`config.mk`:
```
export PLATFORM = sky130hd
export DESIGN_NAME = sram_port_arbiter
export DESIGN_NICKNAME = d
export VERILOG_FILES = /design/src/rtl/sram_port_arbiter.sv
export SDC_FILE = /design/constraint.sdc
export NUM_CORES = 1
export LEC_CHECK = 0
export ABC_AREA = 1
export BUFFER_PORTS_ARGS = -buffer_cell sky130_fd_sc_hd__buf_2
export CAP_MARGIN = 20
export CORE_ASPECT_RATIO = 1.2
export CORE_MARGIN = 5
export CORE_UTILIZATION = 39
export DETAILED_ROUTE_END_ITERATION = 6
export GPL_TIMING_DRIVEN = 0
export PLACE_DENSITY = 0.8
export SYNTH_ARGS = -nofsm -noshare
export SYNTH_HDL_FRONTEND = slang
export SYNTH_SLANG_ARGS = --single-unit
```
`constraint.sdc`:
```
create_clock -name clk -period 1.7 [get_ports clk]
set_input_delay 0.085 -clock clk [delete_from_list [all_inputs] [get_ports clk]]
set_output_delay 0.085 -clock clk [all_outputs]
set_load 0.05 [all_outputs]
```
`src/rtl/sram_port_arbiter.sv`:
```
// sram_port_arbiter
// Round-robin N:1 arbiter that merges several requesters onto one
// single-port SRAM macro (A/D/CEN/WEN) with registered SRAM-side outputs.
// Read data is steered back to the issuing port by a latency-tracking
// pipeline.
// Optional build macro: SRAM_ARB_LOCK_EN adds a per-port 'lock' input.
// When it is set, the port that holds the lock keeps priority across
// consecutive transfers.
// ADDR_WIDTH / DATA_WIDTH default to 10 / 16 when the surrounding build
// does not define them.

`ifndef ADDR_WIDTH
`define ADDR_WIDTH 10
`endif
`ifndef DATA_WIDTH
`define DATA_WIDTH 16
`endif

module sram_port_arbiter #(
   parameter int NUM_PORTS = 4,
   parameter int ADDR_W    = `ADDR_WIDTH,
   parameter int DATA_W    = `DATA_WIDTH,
   parameter int RD_LAT    = 1
) (
   input  logic                          clk,
   input  logic                          rst_n,
   input  logic [NUM_PORTS-1:0]          req,
   input  logic [NUM_PORTS-1:0]          we,
   input  logic [NUM_PORTS*ADDR_W-1:0]   addr,
   input  logic [NUM_PORTS*DATA_W-1:0]   wdata,
   output logic [NUM_PORTS-1:0]          gnt,
   output logic [NUM_PORTS-1:0]          rvalid,
   output logic [DATA_W-1:0]             rdata,
   output logic [ADDR_W-1:0]             A_out,
   output logic [DATA_W-1:0]             D_out,
   output logic                          CEN_out,
   output logic                          WEN_out,
`ifdef SRAM_ARB_LOCK_EN
   input  logic [NUM_PORTS-1:0]          lock,
`endif
   input  logic [DATA_W-1:0]             Q_in
);

   localparam int IDX_W = (NUM_PORTS > 1) ? $clog2(NUM_PORTS) : 1;

   typedef logic [IDX_W-1:0] idx_t;

   idx_t                rr_ptr;
   idx_t                next_ptr;
   idx_t                win_idx;
   idx_t                ptr_inc;
   logic                found;
   logic                xfer;
   logic                sel_we;
   logic [ADDR_W-1:0]   sel_addr;
   logic [DATA_W-1:0]   sel_wdata;

   logic                cmd_rd;
   idx_t                cmd_port;
   logic [RD_LAT-1:0]   rd_vld;
   idx_t                rd_port [RD_LAT];

   // Find the first requester at or above the pointer; if none, wrap to the lowest requester
   always_comb begin
      logic found_hi;
      logic found_lo;
      idx_t hi_idx;
      idx_t lo_idx;
      found_hi = 1'b0;
      found_lo = 1'b0;
      hi_idx   = '0;
      lo_idx   = '0;
      for (int i = NUM_PORTS - 1; i >= 0; i--) begin
         if (req[i] && (i >= int'(rr_ptr))) begin
            hi_idx   = idx_t'(i);
            found_hi = 1'b1;
         end
         if (req[i]) begin
            lo_idx   = idx_t'(i);
            found_lo = 1'b1;
         end
      end
      found   = found_hi | found_lo;
      win_idx = found_hi ? hi_idx : lo_idx;
   end

   // Grant is a one-hot decode of the winner, forced off while reset is held
   always_comb begin
      gnt  = '0;
      xfer = found & rst_n;
      for (int i = 0; i < NUM_PORTS; i++) begin
         gnt[i] = xfer && (win_idx == idx_t'(i));
      end
   end

   // Select the winning port's command fields
   always_comb begin
      sel_we    = 1'b0;
      sel_addr  = '0;
      sel_wdata = '0;
      for (int i = 0; i < NUM_PORTS; i++) begin
         if (win_idx == idx_t'(i)) begin
            sel_we    = we[i];
            sel_addr  = addr[i*ADDR_W +: ADDR_W];
            sel_wdata = wdata[i*DATA_W +: DATA_W];
         end
      end
   end

   // Pointer value that follows the winner, wrapping at the last port
   always_comb begin
      if (win_idx == idx_t'(NUM_PORTS - 1)) begin
         ptr_inc = '0;
      end else begin
         ptr_inc = win_idx + 1'b1;
      end
   end

`ifdef SRAM_ARB_LOCK_EN
   logic lock_active;
   logic next_lock_active;
   idx_t lock_port;
   idx_t next_lock_port;
   idx_t lock_inc;
   logic sel_lock;
   logic lock_req;

   // Look up the winner's lock bit and whether the locked port is still requesting
   always_comb begin
      sel_lock = 1'b0;
      lock_req = 1'b0;
      for (int i = 0; i < NUM_PORTS; i++) begin
         if (win_idx == idx_t'(i)) begin
            sel_lock = lock[i];
         end
         if (lock_port == idx_t'(i)) begin
            lock_req = req[i];
         end
      end
      if (lock_port == idx_t'(NUM_PORTS - 1)) begin
         lock_inc = '0;
      end else begin
         lock_inc = lock_port + 1'b1;
      end
   end

   // A locked transfer parks the pointer on the winner; dropping req releases it past that port
   always_comb begin
      next_ptr         = rr_ptr;
      next_lock_active = lock_active;
      next_lock_port   = lock_port;
      if (xfer && sel_lock) begin
         next_ptr         = win_idx;
         next_lock_active = 1'b1;
         next_lock_port   = win_idx;
      end else if (lock_active && !lock_req) begin
         next_ptr         = lock_inc;
         next_lock_active = 1'b0;
      end else if (xfer) begin
         next_ptr         = ptr_inc;
         next_lock_active = 1'b0;
      end
   end

   // Lock bookkeeping register
   always_ff @(posedge clk or negedge rst_n) begin
      if (!rst_n) begin
         lock_active <= 1'b0;
         lock_port   <= '0;
      end else begin
         lock_active <= next_lock_active;
         lock_port   <= next_lock_port;
      end
   end
`else
   // Plain round-robin: advance past the winner on every transfer
   always_comb begin
      next_ptr = xfer ? ptr_inc : rr_ptr;
   end
`endif

   // Round-robin pointer register
   always_ff @(posedge clk or negedge rst_n) begin
      if (!rst_n) begin
         rr_ptr <= '0;
      end else begin
         rr_ptr <= next_ptr;
      end
   end

   // Register the SRAM command; idle cycles deselect the macro but keep A/D stable
   always_ff @(posedge clk or negedge rst_n) begin
      if (!rst_n) begin
         A_out    <= '0;
         D_out    <= '0;
         CEN_out  <= 1'b1;
         WEN_out  <= 1'b1;
         cmd_rd   <= 1'b0;
         cmd_port <= '0;
      end else if (xfer) begin
         A_out    <= sel_addr;
         D_out    <= sel_wdata;
         CEN_out  <= 1'b0;
         WEN_out  <= ~sel_we;
         cmd_rd   <= ~sel_we;
         cmd_port <= win_idx;
      end else begin
         CEN_out  <= 1'b1;
         WEN_out  <= 1'b1;
         cmd_rd   <= 1'b0;
      end
   end

   // Carry each issued read's {valid, port} alongside the SRAM latency so data returns in order
   always_ff @(posedge clk or negedge rst_n) begin
      if (!rst_n) begin
         rd_vld <= '0;
         for (int s = 0; s < RD_LAT; s++) begin
            rd_port[s] <= '0;
         end
      end else begin
         rd_vld[0]  <= cmd_rd;
         rd_port[0] <= cmd_port;
         for (int s = 1; s < RD_LAT; s++) begin
            rd_vld[s]  <= rd_vld[s-1];
            rd_port[s] <= rd_port[s-1];
         end
      end
   end

   // Decode the pipeline tail into a one-hot valid; data comes straight from the macro
   always_comb begin
      rvalid = '0;
      for (int i = 0; i < NUM_PORTS; i++) begin
         rvalid[i] = rd_vld[RD_LAT-1] && (rd_port[RD_LAT-1] == idx_t'(i));
      end
      rdata = Q_in;
   end

endmodule

```
### Word-level counts from Yosys, hierarchy flattened

Index checks and enable logic that the tools add are counted.
W data, S select, Z words.

| operators by class | value |
|---|---|
| add/subtract/negate cells | 1 |
| $mul | 0 |
| divide/modulo/power cells | 0 |
| magnitude comparators | 3 |
| eq/ne operators | 6 |
| shift operators | 0 |
| muxes and demuxes | 31 |
| bitwise logic cells | 3 |
| reductions and logical operators | 13 |

Operators by type and width:

| cell | number |
|---|---|
| $mux W16 | 4 |
| $mux W10 | 4 |
| $mux W2 | 9 |
| $mux W1 | 14 |
| $logic_and A1 B1 Y1 | 11 |
| $eq A2 B2 Y1 const B | 4 |
| $eq A2 B1 Y1 const B | 2 |
| $ge A1 B2 Y1 const A | 2 |
| $logic_not A2 Y1 | 2 |
| $add A2 B1 Y2 const B | 1 |
| $ge A2 B2 Y1 const A | 1 |
| $and A1 B1 Y1 | 1 |
| $not A1 Y1 | 1 |
| $or A1 B1 Y1 | 1 |

| storage, ports and cells | value |
|---|---|
| flip-flop bits (word level) | 36 |
| bits in latches | 0 |
| memory bits (writable) | 0 |
| bits in read-only memories | 0 |
| bits of input ports | 130 |
| output and inout port bits | 52 |
| word-level logic and storage cells | 66 |
| memories | 0 |

### Longest topological paths before layout

| logic depth | value |
|---|---|
| word-level depth | 13 |
| gate-level depth with buffers | 16 |
| mapped depth without buffers | 15 |

### Worst setup path after synthesis

OpenSTA, ideal clock, no wires.

| path | value |
|---|---|
| kind | reg-to-output |
| start | reg rr_ptr[1] |
| end | out gnt[1] |
| arrival | 2.126 ns |
| required time | 1.615 ns |
| setup slack | -0.511 ns |
| cell stages (with the launch flop) | 11 |
| path buffers | 2 |
| cells stage by stage | dfrtp_1 > nor2_1 > nor2_1 > a21oi_1 > nand2_1 > inv_1 > ha_1 > buf_6 > buf_8 > inv_1 > nor2_1 |

| on the way | value |
|---|---|
| cells in the longest elaborated chain, start to end | 8 |
| elaborated cells between the ends (all ways) | 17 |
| those cells by class | 3 x order compare; 1 x eq/ne; 7 x mux; 2 x bitwise; 4 x reduce/logical |

RTL lines:

| item | RTL line | RTL |
|---|---|---|
| start: declaration | 48 | `idx_t rr_ptr;` |
| start signal: assignment | 187 | `rr_ptr <= next_ptr;` |
| $ge A2 B2 Y1 | 74 | `if (req[i] && (i >= int'(rr_ptr))) begin` |
| $logic_and A1 B1 Y1 | 74 |  |
| $mux W2 / $mux W1 (equally long branches) (3 in a row) | 74 |  |
| $mux W2 * | 84 | `win_idx = found_hi ? hi_idx : lo_idx;` |
| net win_idx[0] | 50 | `idx_t win_idx;` |
| $eq A2 B1 Y1 * | 92 | `gnt[i] = xfer && (win_idx == idx_t'(i));` |
| $logic_and A1 B1 Y1 * | 92 |  |
| end: declaration | 31 | `output logic [NUM_PORTS-1:0] gnt,` |

The timed path passes the listed nets; every way through them passes the cells marked *.

### Worst setup path after layout

| path | value |
|---|---|
| start | reg rr_ptr[1] |
| end | reg A_out[1] |

| on the way | value |
|---|---|
| cells in the longest elaborated chain, start to end | 11 |
| elaborated cells between the ends (all ways) | 23 |
| those cells by class | 3 x order compare; 3 x eq/ne; 11 x mux; 2 x bitwise; 4 x reduce/logical |

RTL lines:

| item | RTL line | RTL |
|---|---|---|
| $ge A2 B2 Y1 | 74 |  |
| $logic_and A1 B1 Y1 | 74 |  |
| $mux W2 / $mux W1 (equally long branches) (3 in a row) | 74 |  |
| $mux W2 | 84 |  |
| $logic_not A2 Y1 | 102 | `if (win_idx == idx_t'(i)) begin` |
| $mux W10 (4 in a row) | 102 |  |
| end signal: assignment | 201 | `A_out <= sel_addr;` |
| end: declaration | 34 | `output logic [ADDR_W-1:0] A_out,` |

Several ways; a longest one is shown, not always the timed one.
A chain may end at the register's enable or synchronous reset.

==> impl_metrics.env <==
export IMPL_synth_area_top_cells="dfrtp_1, nand2_1, nor2_1"
export IMPL_core_area_sq_um=7189
export IMPL_vias=3371
export IMPL_post_drt_wl_per_cell_um=14.10
export IMPL_drive_above_1_share_pct=50.32
export IMPL_status="finished, violations left"
export IMPL_start_kind="flip-flop"
export IMPL_path_max_fanout=4
export IMPL_antenna_found_initial=0
export IMPL_finClkSkew_ps=5.663
export IMPL_final_area_sq_um=4497
export IMPL_leakagePower_nw=2.557
export IMPL_die_area_sq_um=9143
export IMPL_timing_final_crit_share_pct=123.2
export IMPL_final_cell_mix="nand2_1, buf_2, nor2_1"
export IMPL_drc=0
export IMPL_cts_root_buffer="clkbuf_8"
export IMPL_clkLatencyLatePin_ps=290
export IMPL_cts_tree="built"
export IMPL_final_cells=716
export IMPL_grt_overflow_total=0
export IMPL_rsz0062_at_grt="true"
export IMPL_seq_area_sq_um=904.6
export IMPL_synth_seq_cells=36
export IMPL_die_height_um=103.8
export IMPL_port_buffers=165
export IMPL_grt_max_degree=38
export IMPL_violations="hold timing, setup timing"
export IMPL_finalHoldViolCount=34
export IMPL_syn_cell_area_sq_um=2856
export IMPL_avgSynthCellArea_sq_um=6.721
export IMPL_synth_fp_nets=559
export IMPL_numCtsBuffers=5
export IMPL_layout_nets=759
export IMPL_synthCells=425
export IMPL_drt_pre_antenna_iters=4
export IMPL_arrival_ps=2280
export IMPL_path_class="flip-flop to flip-flop"
export IMPL_total_power_mw=8.037
export IMPL_synth_warnings=0
export IMPL_synth_cell_types=23
export IMPL_clk_pin_slew_ps=80
export IMPL_place_area_sq_um=3860
export IMPL_yosysSeqAreaShare_pct=31.63
export IMPL_grt_pass1_vias=3453
export IMPL_place_hpwl_mm=7.525
export IMPL_powerDensity_nw_per_um2=1787
export IMPL_grt_pass1_wl_mm=15.60
export IMPL_clk_path_buf_depth=2
export IMPL_final_common_cell="nand2_1"
export IMPL_die_w_um=88.13
export IMPL_ant_nets=0
export IMPL_area_growth_pct=57.42
export IMPL_io_pins=182
export IMPL_drt_iter0_markers=141
export IMPL_setup_slack_ps=-393.7
export IMPL_diodes=0
export IMPL_multi_input_area_sq_um=1654
export IMPL_holdWs_ps=-95.08
export IMPL_drv_slew=0
export IMPL_ir_drop_uv=928.7
export IMPL_fin_crit_ps=2094
export IMPL_viasPerCell=4.708
export IMPL_gp_congestion=0.9094
export IMPL_fmax_mhz=477.6
export IMPL_start_util_pct=39.73
export IMPL_slew_headroom_pct=42.95
export IMPL_worstMarginPinSlew_ps=855.8
export IMPL_synth_top_cell_area_share_pct=29.79
export IMPL_fill_cells=673
export IMPL_hp_class="input port to asynchronous set/reset pin"
export IMPL_worstPathRequired_ps=1890
export IMPL_h_tree_depth=2
export IMPL_cap_violations=0
export IMPL_row_count=34
export IMPL_drt_total_wl_mm=10.10
export IMPL_clock_sinks=36
export IMPL_track_usage_pct=21.26
export IMPL_place_inst=680
export IMPL_synth_top_area_cell="dfrtp_1"
export IMPL_setup_viol=32
export IMPL_end_kind="flip-flop"
==> per-stage QoR <==
| step | setup WS, ps | setup TNS [ps] | utilization [%] |
|---|---|---|---|
| floorplan | -52.54 | -1045 | - |
| global placement | -337.7 | -7203 | 53.69 |
| detailed placement | -403.7 | -9305 | 53.69 |
| CTS | -356.4 | -9738 | 61.21 |
| global route | -540.0 | -14270 | 62.55 |
| finish | -393.7 | -10330 | 62.55 |
==> cell type report <==
class | instances | share of cell area, %
well taps | 90 | 2.504
repair buffers | 193 | 26.07
multi-input cells | 337 | 36.78
clock buffers | 7 | 1.920
inverters | 13 | 1.475
plain buffers | 39 | 10.96
clock inverters | 1 | 0.1669
flip-flops and latches | 36 | 20.12
==> cell families after synthesis <==
group	count (synthesis)	share of synthesized area [%]
fa+ha+maj	4	1.752
buf+inv	52	17.00
flops	36	31.63
compound gates	33	8.366
simple gates	300	41.26
==> sequential cells by signal, indices dropped and copies added (netlist names) <==
register,cells
D_out,16
CEN_out,1
rd_vld,1
cmd_port,2
rr_ptr,2
A_out,10
WEN_out,1
rd_port,2
cmd_rd,1
==> report_power, final <==
| group | leakage [nW] | internal (mW) | switching, mW | total (mW) |
|---|---|---|---|---|
| Sequential | 0.448 | 1.25 | 0.229 | 1.48 |
| Clock | 0.0445 | 0.330 | 0.322 | 0.652 |
| Combinational | 2.06 | 2.28 | 3.62 | 5.90 |
| Total | 2.56 | 3.87 | 4.17 | 8.04 |
==> metal layers <==
layer | track usage [%] | part of all wire [%] | vias up
li1 | - | - | 1679
met1 | 23.11 | 35 | 1524
met2 | 40.36 | 54 | 144
met3 | 3.574 | 8.1 | 24
met4 | 6.803 | 2.2 | 0
met5 | 0 | 0 | -
==> critical path: stages, from the launching register on <==
cell and delay [ps]:
dfrtp_2 440, nand2_2 90, nand2_2 90, nor2_2 50, a21oi_2 170, nand2_4 100
buf_6 130, ha_4 150, inv_4 60, nor2_4 40, buf_6 110, buf_6 110
buf_4 120, nand2_1 50, nand2_1 60, nand2_1 80, nand2_1 50, nand2_1 50
nand2_1 40
==> cell usage after synthesis <==
cell type / instances
clkbuf_8: 6
a21o_1: 1
buf_6: 9
dlymetal6s2s_1: 1
nand3_1: 4
nor3_1: 4
inv_4: 1
nor2_4: 1
buf_8: 2
dfrtp_1: 34
nand2_1: 219
nand2_2: 11
o21ai_0: 2
nor2_1: 58
nor2_2: 3
dfstp_2: 2
buf_4: 17
inv_1: 11
buf_12: 4
ha_1: 4
inv_2: 1
a21oi_1: 11
a21oi_2: 19
==> worst paths after layout <==
path	startpoint	slack [ps]	to	cells past startpoint
hold reg to reg	cmd_rd$_DFF_PN0_	360	rd_vld$_DFF_PN0_	0
setup / recovery	rr_ptr[1]$_DFFE_PN0N_	-390	A_out[1]$_DFFE_PN0N_	18
max in group asynchronous	rst_n	1210	rr_ptr[1]$_DFFE_PN0N_	1
setup reg to reg	rr_ptr[1]$_DFFE_PN0N_	-390	A_out[1]$_DFFE_PN0N_	18
hold / removal	rst_n	-100	D_out[4]$_DFFE_PN0N_	1
min in group clk	we[3]	40	WEN_out$_DFF_PN1_	4
==> timing repair <==
action                                 in CTS  in global routing
endpoints found under the hold margin      34                 34
pin swaps                                  18                 20
setup endpoints to repair                  32                 32
buffers inserted                           25                  0
gates resized for setup                    58                 18
cloned                                      3                  1
Note: power is estimated with default switching activity, not from simulation.
